## config.mk

```make
export PLATFORM = sky130hd
export DESIGN_NAME = sqrt_seq
export DESIGN_NICKNAME = d
export VERILOG_FILES = /design/src/rtl/sqrt_pkg.sv /design/src/rtl/sqrt_seq.sv
export SDC_FILE = /design/constraint.sdc
export NUM_CORES = 1
export LEC_CHECK = 0
export CORE_ASPECT_RATIO = 1.5
export CORE_MARGIN = 3
export CORE_UTILIZATION = 40
export CTS_CLUSTER_SIZE = 16
export DETAILED_ROUTE_END_ITERATION = 7
export HOLD_SLACK_MARGIN = 0.06
export PLACE_DENSITY = 0.77
export SLEW_MARGIN = 5
export SYNTH_ARGS = -nofsm -noshare
export SYNTH_HDL_FRONTEND = slang
export SYNTH_SLANG_ARGS = --single-unit
```

## constraint.sdc

```tcl
create_clock -name clk -period 7.1 [get_ports clk]
set_input_delay 1.42 -clock clk [delete_from_list [all_inputs] [get_ports clk]]
set_output_delay 1.42 -clock clk [all_outputs]
set_load 0.01 [all_outputs]
```

## src/rtl/sqrt_pkg.sv

```systemverilog
// Shared definitions for the sequential FP16 square-root controller:
// controller state encoding, FP16 special encodings and the default core step count.
package sqrt_pkg;

   typedef enum logic [2:0] {
      S_IDLE     = 3'd0,
      S_CLASSIFY = 3'd1,
      S_WAIT_CLS = 3'd2,
      S_ITER     = 3'd3,
      S_PACK     = 3'd4,
      S_OUTPUT   = 3'd5
   } state_t;

   localparam logic [4:0]  EXP_MAX        = 5'h1F;
   localparam logic [15:0] QNAN_NEG       = 16'hFE00;
   localparam logic [15:0] PINF           = 16'h7C00;
   localparam int          ITER_STEPS_DEF = 12;

endpackage

```

## src/rtl/sqrt_seq.sv

```systemverilog
// Sequencer for an FP16 square root: hands the operand to an external special-case
// stage, bypasses NaN/inf/zero/negative results, otherwise runs an external iteration core.
module sqrt_seq
   import sqrt_pkg::*;
#(
   parameter int ITER_STEPS = ITER_STEPS_DEF
) (
   input  logic        clk,
   input  logic        rst,
   // Handshakes: a transfer happens on a rising clk edge where valid and ready are both high;
   // the source holds valid and data steady until that edge.
   input  logic        in_valid,
   output logic        in_ready,
   input  logic [15:0] in_data,
   output logic        sp_enable,
   output logic        sp_valid,
   input  logic        sp_s_valid,
   output logic        sp_sign,
   output logic [4:0]  sp_exp,
   output logic [9:0]  sp_mant,
   input  logic        sp_is_nan,
   input  logic        sp_is_pinf,
   input  logic        sp_is_ninf,
   input  logic        sp_is_normal,
   input  logic        sp_is_subnormal,
   input  logic        sp_sign_out,
   input  logic [4:0]  sp_exp_out,
   input  logic [9:0]  sp_mant_out,
   output logic        it_start,
   output logic        it_step,
   output logic [15:0] it_operand,
   input  logic [15:0] it_result,
   output logic        out_valid,
   input  logic        out_ready,
   output logic [15:0] out_data,
   output logic        out_special,
   output logic        busy,
   output logic [2:0]  dbg_state
);

   localparam int               CNT_W    = $clog2(ITER_STEPS + 1);
   localparam logic [CNT_W-1:0] CNT_LAST = CNT_W'(ITER_STEPS - 1);

   state_t             state_q, state_d;
   logic [15:0]        operand_q, operand_d;
   logic [15:0]        it_operand_q, it_operand_d;
   logic [15:0]        out_data_q, out_data_d;
   logic               out_special_q, out_special_d;
   logic [CNT_W-1:0]   cnt_q, cnt_d;
   logic               in_ready_q, in_ready_d;
   logic               busy_q, busy_d;
   logic               sp_enable_q, sp_enable_d;
   logic               sp_valid_q, sp_valid_d;
   logic               it_start_q, it_start_d;
   logic               it_step_q, it_step_d;
   logic               out_valid_q, out_valid_d;

   logic [15:0]        sp_result;
   logic               res_zero;
   logic               res_nan;
   logic               bypass;
   logic [15:0]        byp_data;

   always_comb begin
      state_d       = state_q;
      operand_d     = operand_q;
      it_operand_d  = it_operand_q;
      out_data_d    = out_data_q;
      out_special_d = out_special_q;
      cnt_d         = cnt_q;

      sp_result = {sp_sign_out, sp_exp_out, sp_mant_out};
      res_zero  = (sp_exp_out == 5'd0) && (sp_mant_out == 10'd0);
      res_nan   = sp_is_nan || ((sp_exp_out == EXP_MAX) && (sp_mant_out != 10'd0));

      // Priority: NaN, -inf, +inf, signed zero; only positive finite non-zero values
      // reach the core, anything else negative is an invalid operation.
      bypass   = 1'b1;
      byp_data = QNAN_NEG;
      if (res_nan) begin
         byp_data = sp_result;
      end else if (sp_is_ninf) begin
         byp_data = QNAN_NEG;
      end else if (sp_is_pinf) begin
         byp_data = PINF;
      end else if (res_zero) begin
         byp_data = sp_result;
      end else if (!sp_sign_out && (sp_is_normal || sp_is_subnormal)) begin
         bypass = 1'b0;
      end

      case (state_q)
         S_IDLE: begin
            if (in_valid) begin
               operand_d = in_data;
               state_d   = S_CLASSIFY;
            end
         end
         S_CLASSIFY: state_d = S_WAIT_CLS;
         S_WAIT_CLS: begin
            if (sp_s_valid) begin
               if (bypass) begin
                  out_data_d    = byp_data;
                  out_special_d = 1'b1;
                  state_d       = S_OUTPUT;
               end else begin
                  it_operand_d = sp_result;
                  cnt_d        = '0;
                  state_d      = S_ITER;
               end
            end
         end
         S_ITER: begin
            cnt_d = cnt_q + 1'b1;
            if (cnt_q == CNT_LAST) begin
               state_d = S_PACK;
            end
         end
         S_PACK: begin
            out_data_d    = it_result;
            out_special_d = 1'b0;
            state_d       = S_OUTPUT;
         end
         S_OUTPUT: begin
            if (out_ready) begin
               state_d = S_IDLE;
            end
         end
         default: state_d = S_IDLE;
      endcase

      // Strobes are registered, so they are decoded from the state being entered.
      in_ready_d  = (state_d == S_IDLE);
      busy_d      = (state_d != S_IDLE);
      sp_enable_d = (state_d inside {S_CLASSIFY, S_WAIT_CLS, S_ITER, S_PACK});
      sp_valid_d  = (state_d == S_CLASSIFY);
      it_step_d   = (state_d == S_ITER);
      it_start_d  = (state_d == S_ITER) && (state_q != S_ITER);
      out_valid_d = (state_d == S_OUTPUT);
   end

   always_ff @(posedge clk) begin
      if (rst) begin
         state_q       <= S_IDLE;
         operand_q     <= '0;
         it_operand_q  <= '0;
         out_data_q    <= '0;
         out_special_q <= 1'b0;
         cnt_q         <= '0;
         in_ready_q    <= 1'b1;
         busy_q        <= 1'b0;
         sp_enable_q   <= 1'b0;
         sp_valid_q    <= 1'b0;
         it_start_q    <= 1'b0;
         it_step_q     <= 1'b0;
         out_valid_q   <= 1'b0;
      end else begin
         state_q       <= state_d;
         operand_q     <= operand_d;
         it_operand_q  <= it_operand_d;
         out_data_q    <= out_data_d;
         out_special_q <= out_special_d;
         cnt_q         <= cnt_d;
         in_ready_q    <= in_ready_d;
         busy_q        <= busy_d;
         sp_enable_q   <= sp_enable_d;
         sp_valid_q    <= sp_valid_d;
         it_start_q    <= it_start_d;
         it_step_q     <= it_step_d;
         out_valid_q   <= out_valid_d;
      end
   end

   assign sp_sign     = operand_q[15];
   assign sp_exp      = operand_q[14:10];
   assign sp_mant     = operand_q[9:0];
   assign in_ready    = in_ready_q;
   assign busy        = busy_q;
   assign sp_enable   = sp_enable_q;
   assign sp_valid    = sp_valid_q;
   assign it_start    = it_start_q;
   assign it_step     = it_step_q;
   assign it_operand  = it_operand_q;
   assign out_valid   = out_valid_q;
   assign out_data    = out_data_q;
   assign out_special = out_special_q;
   assign dbg_state   = state_q;

endmodule
```

# Yosys cells after proc, flatten, opt, wreduce, memory -nomap -nowiden

Index checks and enable logic that the tools add are counted.

Register bits: 63

Add/subtract/negate cells: 1
Eq/ne operators: 16
Multiplexer cells: 24
Bitwise operators: 1
Reductions and logical operators: 20

Operators with widths:

| cell                  | number |
|---|---|
| $mux W16              | 6 |
| $pmux W16 S2          | 1 |
| $pmux W3 S6           | 1 |
| $mux W3               | 5 |
| $eq A3 B2 Y1 const B  | 4 |
| $eq A3 B3 Y1 const B  | 4 |
| $logic_not A10 Y1     | 1 |
| $reduce_bool A10 Y1   | 1 |
| $reduce_and A3 Y1     | 3 |
| $mux W4               | 2 |
| $pmux W4 S2           | 1 |
| $mux W1               | 7 |
| $eq A3 B1 Y1 const B  | 2 |
| $logic_not A3 Y1      | 2 |
| $ne A2 B2 Y1 const B  | 3 |
| $eq A5 B5 Y1 const B  | 1 |
| $logic_not A5 Y1      | 1 |
| $add A4 B1 Y4 const B | 1 |
| $eq A4 B4 Y1 const B  | 1 |
| $logic_and A1 B1 Y1   | 4 |
| $reduce_bool A2 Y1    | 2 |
| $reduce_bool A4 Y1    | 1 |
| $ne A3 B2 Y1 const B  | 1 |
| $reduce_bool A3 Y1    | 1 |
| other kinds (5)       | 6 |

# Longest topological paths before layout

Gate-level depths: netlist (run 1).

Depth in word-level cells: 12
Mapped depth: 8
Mapped depth without buffers: 6

# Worst setup path after synthesis (run 1)

Ideal clock, no wire load.

Kind: in2reg
Start point: input sp_exp_out[1]
End point: register out_data_q[13] (netlist: out_data[13])
Arrival: 3065 ps
Path slack: 3906 ps
Cell stages on the path: 7
Buffers on the path: 1
Cells stage by stage: or3_1 > or3_4 > or4_4 > a21oi_2 > buf_6 > nor2b_1 > o41ai_1

Word-level cells in the longest chain between the ends: 9
Elaborated cells between the ends (all ways): 18
Classes of those cells: 2 x eq/ne; 11 x mux; 5 x reduce/logical

RTL lines:

| item                   | RTL line        | RTL |
|---|---|---|
| start: declaration     | sqrt_seq.sv:27  | `input logic [4:0] sp_exp_out,` |
| $logic_not A5 Y1       | sqrt_seq.sv:73  | `res_zero = (sp_exp_out == 5'd0) && (sp_mant_out == 10'd0);` |
| $logic_and A1 B1 Y1    | sqrt_seq.sv:73  |  |
| $mux W16               | sqrt_seq.sv:86  | `end else if (res_zero) begin` |
| $mux W16               | sqrt_seq.sv:84  | `end else if (sp_is_pinf) begin` |
| $mux W16               | sqrt_seq.sv:82  | `end else if (sp_is_ninf) begin` |
| $mux W16               | sqrt_seq.sv:80  | `if (res_nan) begin` |
| $mux W16               | sqrt_seq.sv:102 | `if (bypass) begin` |
| $mux W16               | sqrt_seq.sv:101 | `if (sp_s_valid) begin` |
| $pmux W16 S2           | sqrt_seq.sv:92  | `case (state_q)` |
| end signal: assignment | sqrt_seq.sv:161 | `out_data_q <= out_data_d;` |
| end: declaration       | sqrt_seq.sv:47  | `logic [15:0] out_data_q, out_data_d;` |

Parallel ways exist; a longest one is shown, timed or not. The select of a mux whose other input is x is not followed.
A chain may end at the register's enable or synchronous reset.

# Final worst setup path (run 1)

Start point: input sp_mant_out[4]
End point: register it_operand_q[4] (netlist: it_operand[4])

Word-level cells in the longest chain between the ends: 8
Elaborated cells between the ends (all ways): 11
Classes of those cells: 4 x mux; 1 x bitwise; 6 x reduce/logical

RTL lines:

| item                               | RTL line        | RTL |
|---|---|---|
| start: declaration                 | sqrt_seq.sv:28  | `input logic [9:0] sp_mant_out,` |
| $logic_not A10 Y1                  | sqrt_seq.sv:73  |  |
| $logic_and A1 B1 Y1                | sqrt_seq.sv:73  |  |
| $mux W1                            | sqrt_seq.sv:86  |  |
| $mux W1                            | sqrt_seq.sv:84  |  |
| $mux W1                            | sqrt_seq.sv:82  |  |
| $mux W1                            | sqrt_seq.sv:80  |  |
| $not A1 Y1 (no source line)        | --              |  |
| $reduce_and A3 Y1 (no source line) | --              |  |
| end signal: assignment             | sqrt_seq.sv:160 | `it_operand_q <= it_operand_d;` |
| end: declaration                   | sqrt_seq.sv:46  | `logic [15:0] it_operand_q, it_operand_d;` |

Parallel ways exist; a longest one is shown, timed or not.

==> results of run 1 <==
layer usage:
layer / part of all wire (%) / global-route usage (%) / vias to the layer above / wire length [um]
met1: 41 / 23.1 / 1221 / 3100
met4: 2.0 / 8.71 / 0 / 156
met2: 52 / 33.6 / 76 / 3990
met5: 0 / 0 / - / 0
li1: - / - / 1299 / -
met3: 5.0 / 4.92 / 13 / 381
cell usage after synthesis, types with 2 or more instances:
cell / instances
dfxtp_1: 63
nor2_1: 46
nand2_1: 42
a21oi_1: 27
mux2i_1: 15
clkbuf_1: 11
nor3_2: 9
a221oi_1: 8
nand3b_1: 6
nor2b_1: 6
and3_1: 5
nand3_1: 5
o21ai_0: 5
inv_1: 4
nor3_1: 4
o41ai_1: 4
a211oi_1: 3
a31oi_1: 3
buf_2: 3
buf_4: 3
nor4_1: 3
or3_1: 3
o211ai_1: 2
or2_2: 2
power by group through the flow:
stage / Clock [W] / Combinational (W) / Sequential (W)
after floorplan: 0 / 0.0000559 / 0.000397
after CTS: 0.000317 / 0.000145 / 0.000382
after detailed placement: 0 / 0.000145 / 0.000390
final: 0.000310 / 0.000145 / 0.000382
after global routing: 0.000332 / 0.000157 / 0.000384
after global placement: 0 / 0.000143 / 0.000389
flip-flops by register name (all words and copies together), names as in the netlist:
register,count
busy,1
cnt_q,4
dbg_state,3
in_ready,1
it_operand,16
it_start,1
it_step,1
operand_q,16
out_data,16
out_special,1
out_valid,1
sp_enable,1
sp_valid,1
kinds of logic (layout without fill, tap and decap cells):
logic type,after synthesis,count (layout),synth area share (%)
DFF,63,63,46.9
adders and majority gates,1,1,0.466
and+or+nand+nor,138,138,25.6
buffers and inverters,23,136,4.05
xor gates and xnor gates,1,1,0.326
AOI/OAI and AO/OA,66,66,17.0
muxes,15,15,5.59
final timing paths:
kind                                   start                         end  slack, ps
setup / recovery              sp_mant_out[4]  it_operand[4]$_SDFFE_PP0P_       2930
hold / removal    operand_q[15]$_SDFFE_PP0P_  operand_q[15]$_SDFFE_PP0P_        460
setup reg to reg     dbg_state[2]$_SDFF_PP0_   out_data[11]$_SDFFE_PP0P_       4700
hold reg to reg   operand_q[15]$_SDFFE_PP0P_  operand_q[15]$_SDFFE_PP0P_        460
cell usage in the layout (no fill, tap or decap), types with 3 or more instances in the layout:
master / count
o21ai_0: 5
clkdlybuf4s50_1: 115
nand2_1: 42
inv_1: 4
a31oi_1: 3
a211oi_1: 3
nand3_1: 5
nor2b_1: 6
or3_1: 3
nor2_1: 46
clkbuf_8: 9
nor3_2: 9
nor3_1: 4
mux2i_1: 15
and3_1: 5
nor4_1: 3
a221oi_1: 8
o41ai_1: 4
nand3b_1: 6
a21oi_1: 27
dfxtp_1: 63
final cells by class:
cell class,instances,share of cell area (%)
multi-input combinational,221,32.6
sequential,63,31.2
timing repair buffer,116,28.6
clock buffer,9,3.07
tap,76,2.35
clock inverter,7,1.80
inverter,4,0.372
stage by stage:
stage	cell area [um^2]	utilization, %	std cells	hold slack, ps
floorplan	2690	-	307	468
global placement	3840	59.3	480	441
detailed placement	3840	59.3	480	449
CTS	4040	62.3	496	461
global route	4040	62.3	496	482
finish	4040	62.3	496	456
worst max-delay path: stages:
cell and delay [ps]:
clkdlybuf4s50_1 450, nor4_1 480, nand3_1 310, a41oi_2 420
and3_1 900, mux2i_1 310, nor2_1 60
==> impl_results.md, run 1 <==
- Status: completed
- CTS Sinks: 63
- Async S/R FF share, synth: 0%
- Via count of the first global-routing pass: about 2.6k
- PortBufs: 116
- Die area: 7760 um^2
- Slew Limit Headroom: a little under a quarter
- # rows: 36
- Largest net degree at the start of global routing: 62
- ANT nets after route: 0
- Max-cap viol count: 0
- Place WS: 2590 ps
- Clock Skews: 10.8 ps
- Routed wire length: between 7000 and 8000 um
- # diodes: 0
- Remaining Overflow, GRT: 0
- Final setup TNS: 0 ps
- Worst setup EP type: flop
- Psw: roughly 0.00023 W
- Logic pwr share: between 10% and 20%
- Synth unique cells: 49
- Critical path launch point type: input port
- Synth top area share: 46.9%
- Mapped Area: 2690 um^2
- Clock latency on the worst-skew pair: between 300 and 400 ps
- Number of synthesized flops with an enable pin: 0
- GPL Wtd Cong: around 0.84
- Die Span Y: 106 um
- Post-CTS Setup Inserts: 0
- Initial antenna violation count: 0
- Clock-pin slew on the worst setup and hold paths: 80 ps
- Area leader, netlist: dfxtp_1
- Seq/Total Area, Yosys: 46.9%
- Num CTS Buffers: 9
- Clock Tree Root: clkbuf_8
- Total power: 0.000837 W
- Area of the multi-input gates: 1320 um^2
- Pre-Repair DR Iteration Count: 4
- Max H-tree Level: 3
- DR vias/cell: 5.26
- Vias: approximately 2.6k
- Clock power frac: between 30% and 40%
- Syn nets: 366
- Die W: about 73 um
- Worst Hold Class: reg -> reg
- Slew Viols, Final: 0
- WP data arrival: 4360 ps
- Ys flop type: dfxtp_1
- Wire per inst: 15.4 um
- Syn Inst Count: between 300 and 400
- Global-route wire length before repair: 12100 um
- Sw Ratio: 27.0%
- Initial Util: 41.4%
- I/O pins: roughly 120
- CP Data Required Time: 7290 ps
- Fraction of layout cells with a size suffix above 1: between 8 and 9%
- Hold Vio Cnt, Final: 0
- Area delta synth->final: 50.4%
- Hold-fix buffers at CTS: 0
- P_int: 0.000611 W
- DRT iter0 DRCs: 131
- Core ar.: between 6000 and 7000 um^2
- Sequential Area: between 1000 and 1500 um^2
- R2R depth: 5
- Clock Path Buffers: 2
- Seq pwr share: 45.7%
- CTS resizes: 0
- Final nets: 474
- Setup ws final: 2930 ps
- Final Setup Violations: 0
- CTS tree: yes
- #FFs+latches synth: 63
- Worst setup path class: in -> reg
- RSZ-0062 raised after global routing: false
- Crit path max fanout: 18
- VDD IR max: 116 uV
- P per Cell Area: 207 nW/um^2
- Clock period minus worst slack: between 4000 and 5000 ps
- Max Fclk: 240 MHz
- Hold depth: 2
- Detailed placement HPWL: 5520 um
- Period utilisation layout: 58.8%
- Tot GR Track Use: roughly 20%
- Top cells by area, synth: dfxtp_1, nor2_1, nand2_1
- Synth Warn #: 0
- Pleak: between 1 and 1.5 nW
- Residual DRC: 0
- Worst-margin pin slew: 1160 ps
- Fill cell count: 581
- Avg Cell Area, Syn: 8.75 um^2
Note: power is estimated with default switching activity, not from simulation.
==> run 2: changes to the inputs <==
clock period = 3.9 ns   (was 7.1 ns; I/O delays follow)
==> impl_results.md, run 2 (synthesized netlist as in run 1, its figures left out) <==
- Worst Hold Class: reg -> reg (unchanged)
- Max H-tree Level: 3 (unchanged)
- Most common cell after layout, fill and taps aside: clkdlybuf4s50_1 (unchanged)
- Post-route cell area: 4050 um^2 (was 4040 um^2)
- Worst hold slack: 455 ps (was 456 ps)
- Global-route wire length before repair: 12000 um (was 12100 um)
- Hold Vio Cnt, Final: 0 (unchanged)
- Core ar.: 6490 um^2 (unchanged)
- Max-cap viol count: 0 (unchanged)
- R2R depth: 5 (unchanged)
- Placed Instances: 483 (was 480)
- Num CTS Buffers: 9 (unchanged)
- Worst Setup SP: sp_mant_out[4] (unchanged)
- Clock-pin slew on the worst setup and hold paths: 70 ps (was 80 ps)
- Wire per inst: 15.0 um (was 15.4 um)
- CP Buf/Inv Count: 1 (unchanged)
- Max Fclk: 321 MHz
- Fraction of layout cells with a size suffix above 1: 8.77% (was 8.33%)
- Hold depth: 2 (unchanged)
- Remaining Overflow, GRT: 0 (unchanged)
- Place WS: 454 ps (was 2590 ps)
- # rows: 36 (unchanged)
- VDD IR max: 243 uV (was 116 uV)
- Critical path launch point type: input port (unchanged)
- Tot GR Track Use: 19.7% (was 19.8%)
- Clock power frac: 35.0% (was 37.1%)
- Die Span Y: 106 um (unchanged)
- Clock latency on the worst-skew pair: 340 ps (was 350 ps)
- Sw Ratio: 25.7% (was 27.0%)
- # diodes: 0 (unchanged)
- Logic pwr share: 17.8% (was 17.3%)
- Routed wire length: 7470 um (was 7630 um)
- Vias: 2681 (was 2609)
- Post-CTS Setup Inserts: 0 (unchanged)
- Placed Area: 3870 um^2 (was 3840 um^2)
- Clock Skews: 9.16 ps (was 10.8 ps)
- Crit path max fanout: 12 (was 18)
- Final nets: 477 (was 474)
- Crit path max-delay cell type: or4_4 (was and3_1)
- PortBufs: 116 (unchanged)
- Initial antenna violation count: 0 (unchanged)
- WP data arrival: 3380 ps (was 4360 ps)
- Worst-margin pin slew: 634 ps (was 1160 ps)
- Final Setup Violations: 0 (unchanged)
- Clock period minus worst slack: 3110 ps
- Worst setup path class: in -> reg (unchanged)
- Die area: 7760 um^2 (unchanged)
- DR vias/cell: 5.38 (was 5.26)
- Hold-fix buffers at CTS: 0 (unchanged)
- I/O pins: 117 (unchanged)
- Most frequent cells in the layout: clkdlybuf4s50_1, dfxtp_1, nor2_1 (unchanged)
- Slew Limit Headroom: 57.6% (was 22.6%)
- Via count of the first global-routing pass: 2597 (was 2573)
- Clock Tree Root: clkbuf_8 (unchanged)
- Largest net degree at the start of global routing: 45 (was 62)
- RSZ-0062 raised after global routing: false (unchanged)
- CP Data Required Time: 4170 ps (was 7290 ps)
- CTS Sinks: 63 (unchanged)
- Detailed placement HPWL: 5500 um (was 5520 um)
- Residual DRC: 0 (unchanged)
- Hold path startpoint: operand_q[3]$_SDFFE_PP0P_ (was operand_q[15]$_SDFFE_PP0P_)
- P_int: 0.00110 W (was 0.000611 W)
- R2r startpoint: dbg_state[2]$_SDFF_PP0_ (unchanged)
- Psw: 0.000380 W (was 0.000226 W)
- Pre-Repair DR Iteration Count: 5 (was 4)
- Seq pwr share: 47.2% (was 45.7%)
- CTS resizes: 0 (unchanged)
- Area delta synth->final: 50.7% (was 50.4%)
- Die W: 72.9 um (unchanged)
- P per Cell Area: 364 nW/um^2 (was 207 nW/um^2)
- DRT iter0 DRCs: 134 (was 131)
- Pleak: 1.45 nW (was 1.44 nW)
- Clock Path Buffers: 2 (unchanged)
- GPL Wtd Cong: 0.872 (was 0.844)
- Period utilisation layout: approximately four fifths
- ANT nets after route: 0 (unchanged)
- Setup ws final: 788 ps (was 2930 ps)
- Cell family with the largest share of critical-path delay: simple AND/OR/NAND/NOR gates (unchanged)
- Slew Viols, Final: 0 (unchanged)
- Worst setup EP type: flop (unchanged)
- Crit path largest cell delay: 560 ps (was 900 ps)
- CTS tree: yes (unchanged)
- Fin cells: 498 (was 496)
- CP cell instances: clkdlybuf4s50_1 > nor4_1 > nand3_1 > or4_4 > a21oi_2 > a221oi_1 > nor3_2 (was clkdlybuf4s50_1 > nor4_1 > nand3_1 > a41oi_2 > and3_1 > mux2i_1 > nor2_1)
- Initial Util: 41.4% (unchanged)
- Final setup TNS: 0 ps (unchanged)
- Worst path depth: 7 (unchanged)
- Status: completed (unchanged)
run 2: worst register-to-register path, delay by kind of cell (launching register included):
kind	cells	cell delay (ps)
compound gates	3	1060
flops	1	470
simple gates	2	290
run 2: power groups by stage:
stage          sequential (W)  clock (W)  combinational (W)
6_report             0.000696   0.000516           0.000263
5_1_grt              0.000700   0.000555           0.000287
4_1_cts              0.000696   0.000531           0.000265
3_5_place_dp         0.000711          0           0.000265
3_3_place_gp         0.000709          0           0.000261
2_1_floorplan        0.000723          0           0.000102
run 2: path summary, 6_finish.rpt:
path	to	slack, ps
max	out_data[4]$_SDFFE_PP0P_	790
min	operand_q[3]$_SDFFE_PP0P_	450
max reg2reg	out_data[14]$_SDFFE_PP0P_	1960
min reg2reg	operand_q[3]$_SDFFE_PP0P_	450
run 2: metal layers:
metal	global-route usage (%)	vias up	share of wire (%)
met5	0	-	0
li1	-	1304	-
met2	33.9	97	54
met1	22.9	1265	39
met4	10.2	0	2.5
met3	3.03	15	5.1
run 2: metrics by stage:
stage,utilization [%],total power [W]
floorplan,-,0.000824
global placement,59.6,0.000969
detailed placement,59.6,0.000975
CTS,62.4,0.00149
global route,62.4,0.00154
finish,62.4,0.00147
run 2: cell type report:
type | count | area, um^2
Fill cell | 573 | 2440
Multi-Input combinational cell | 221 | 1320
Sequential cell | 63 | 1260
Timing Repair Buffer | 119 | 1180
Clock buffer | 12 | 165
Tap cell | 76 | 95.1
Clock inverter | 3 | 17.5
Inverter | 4 | 15.0
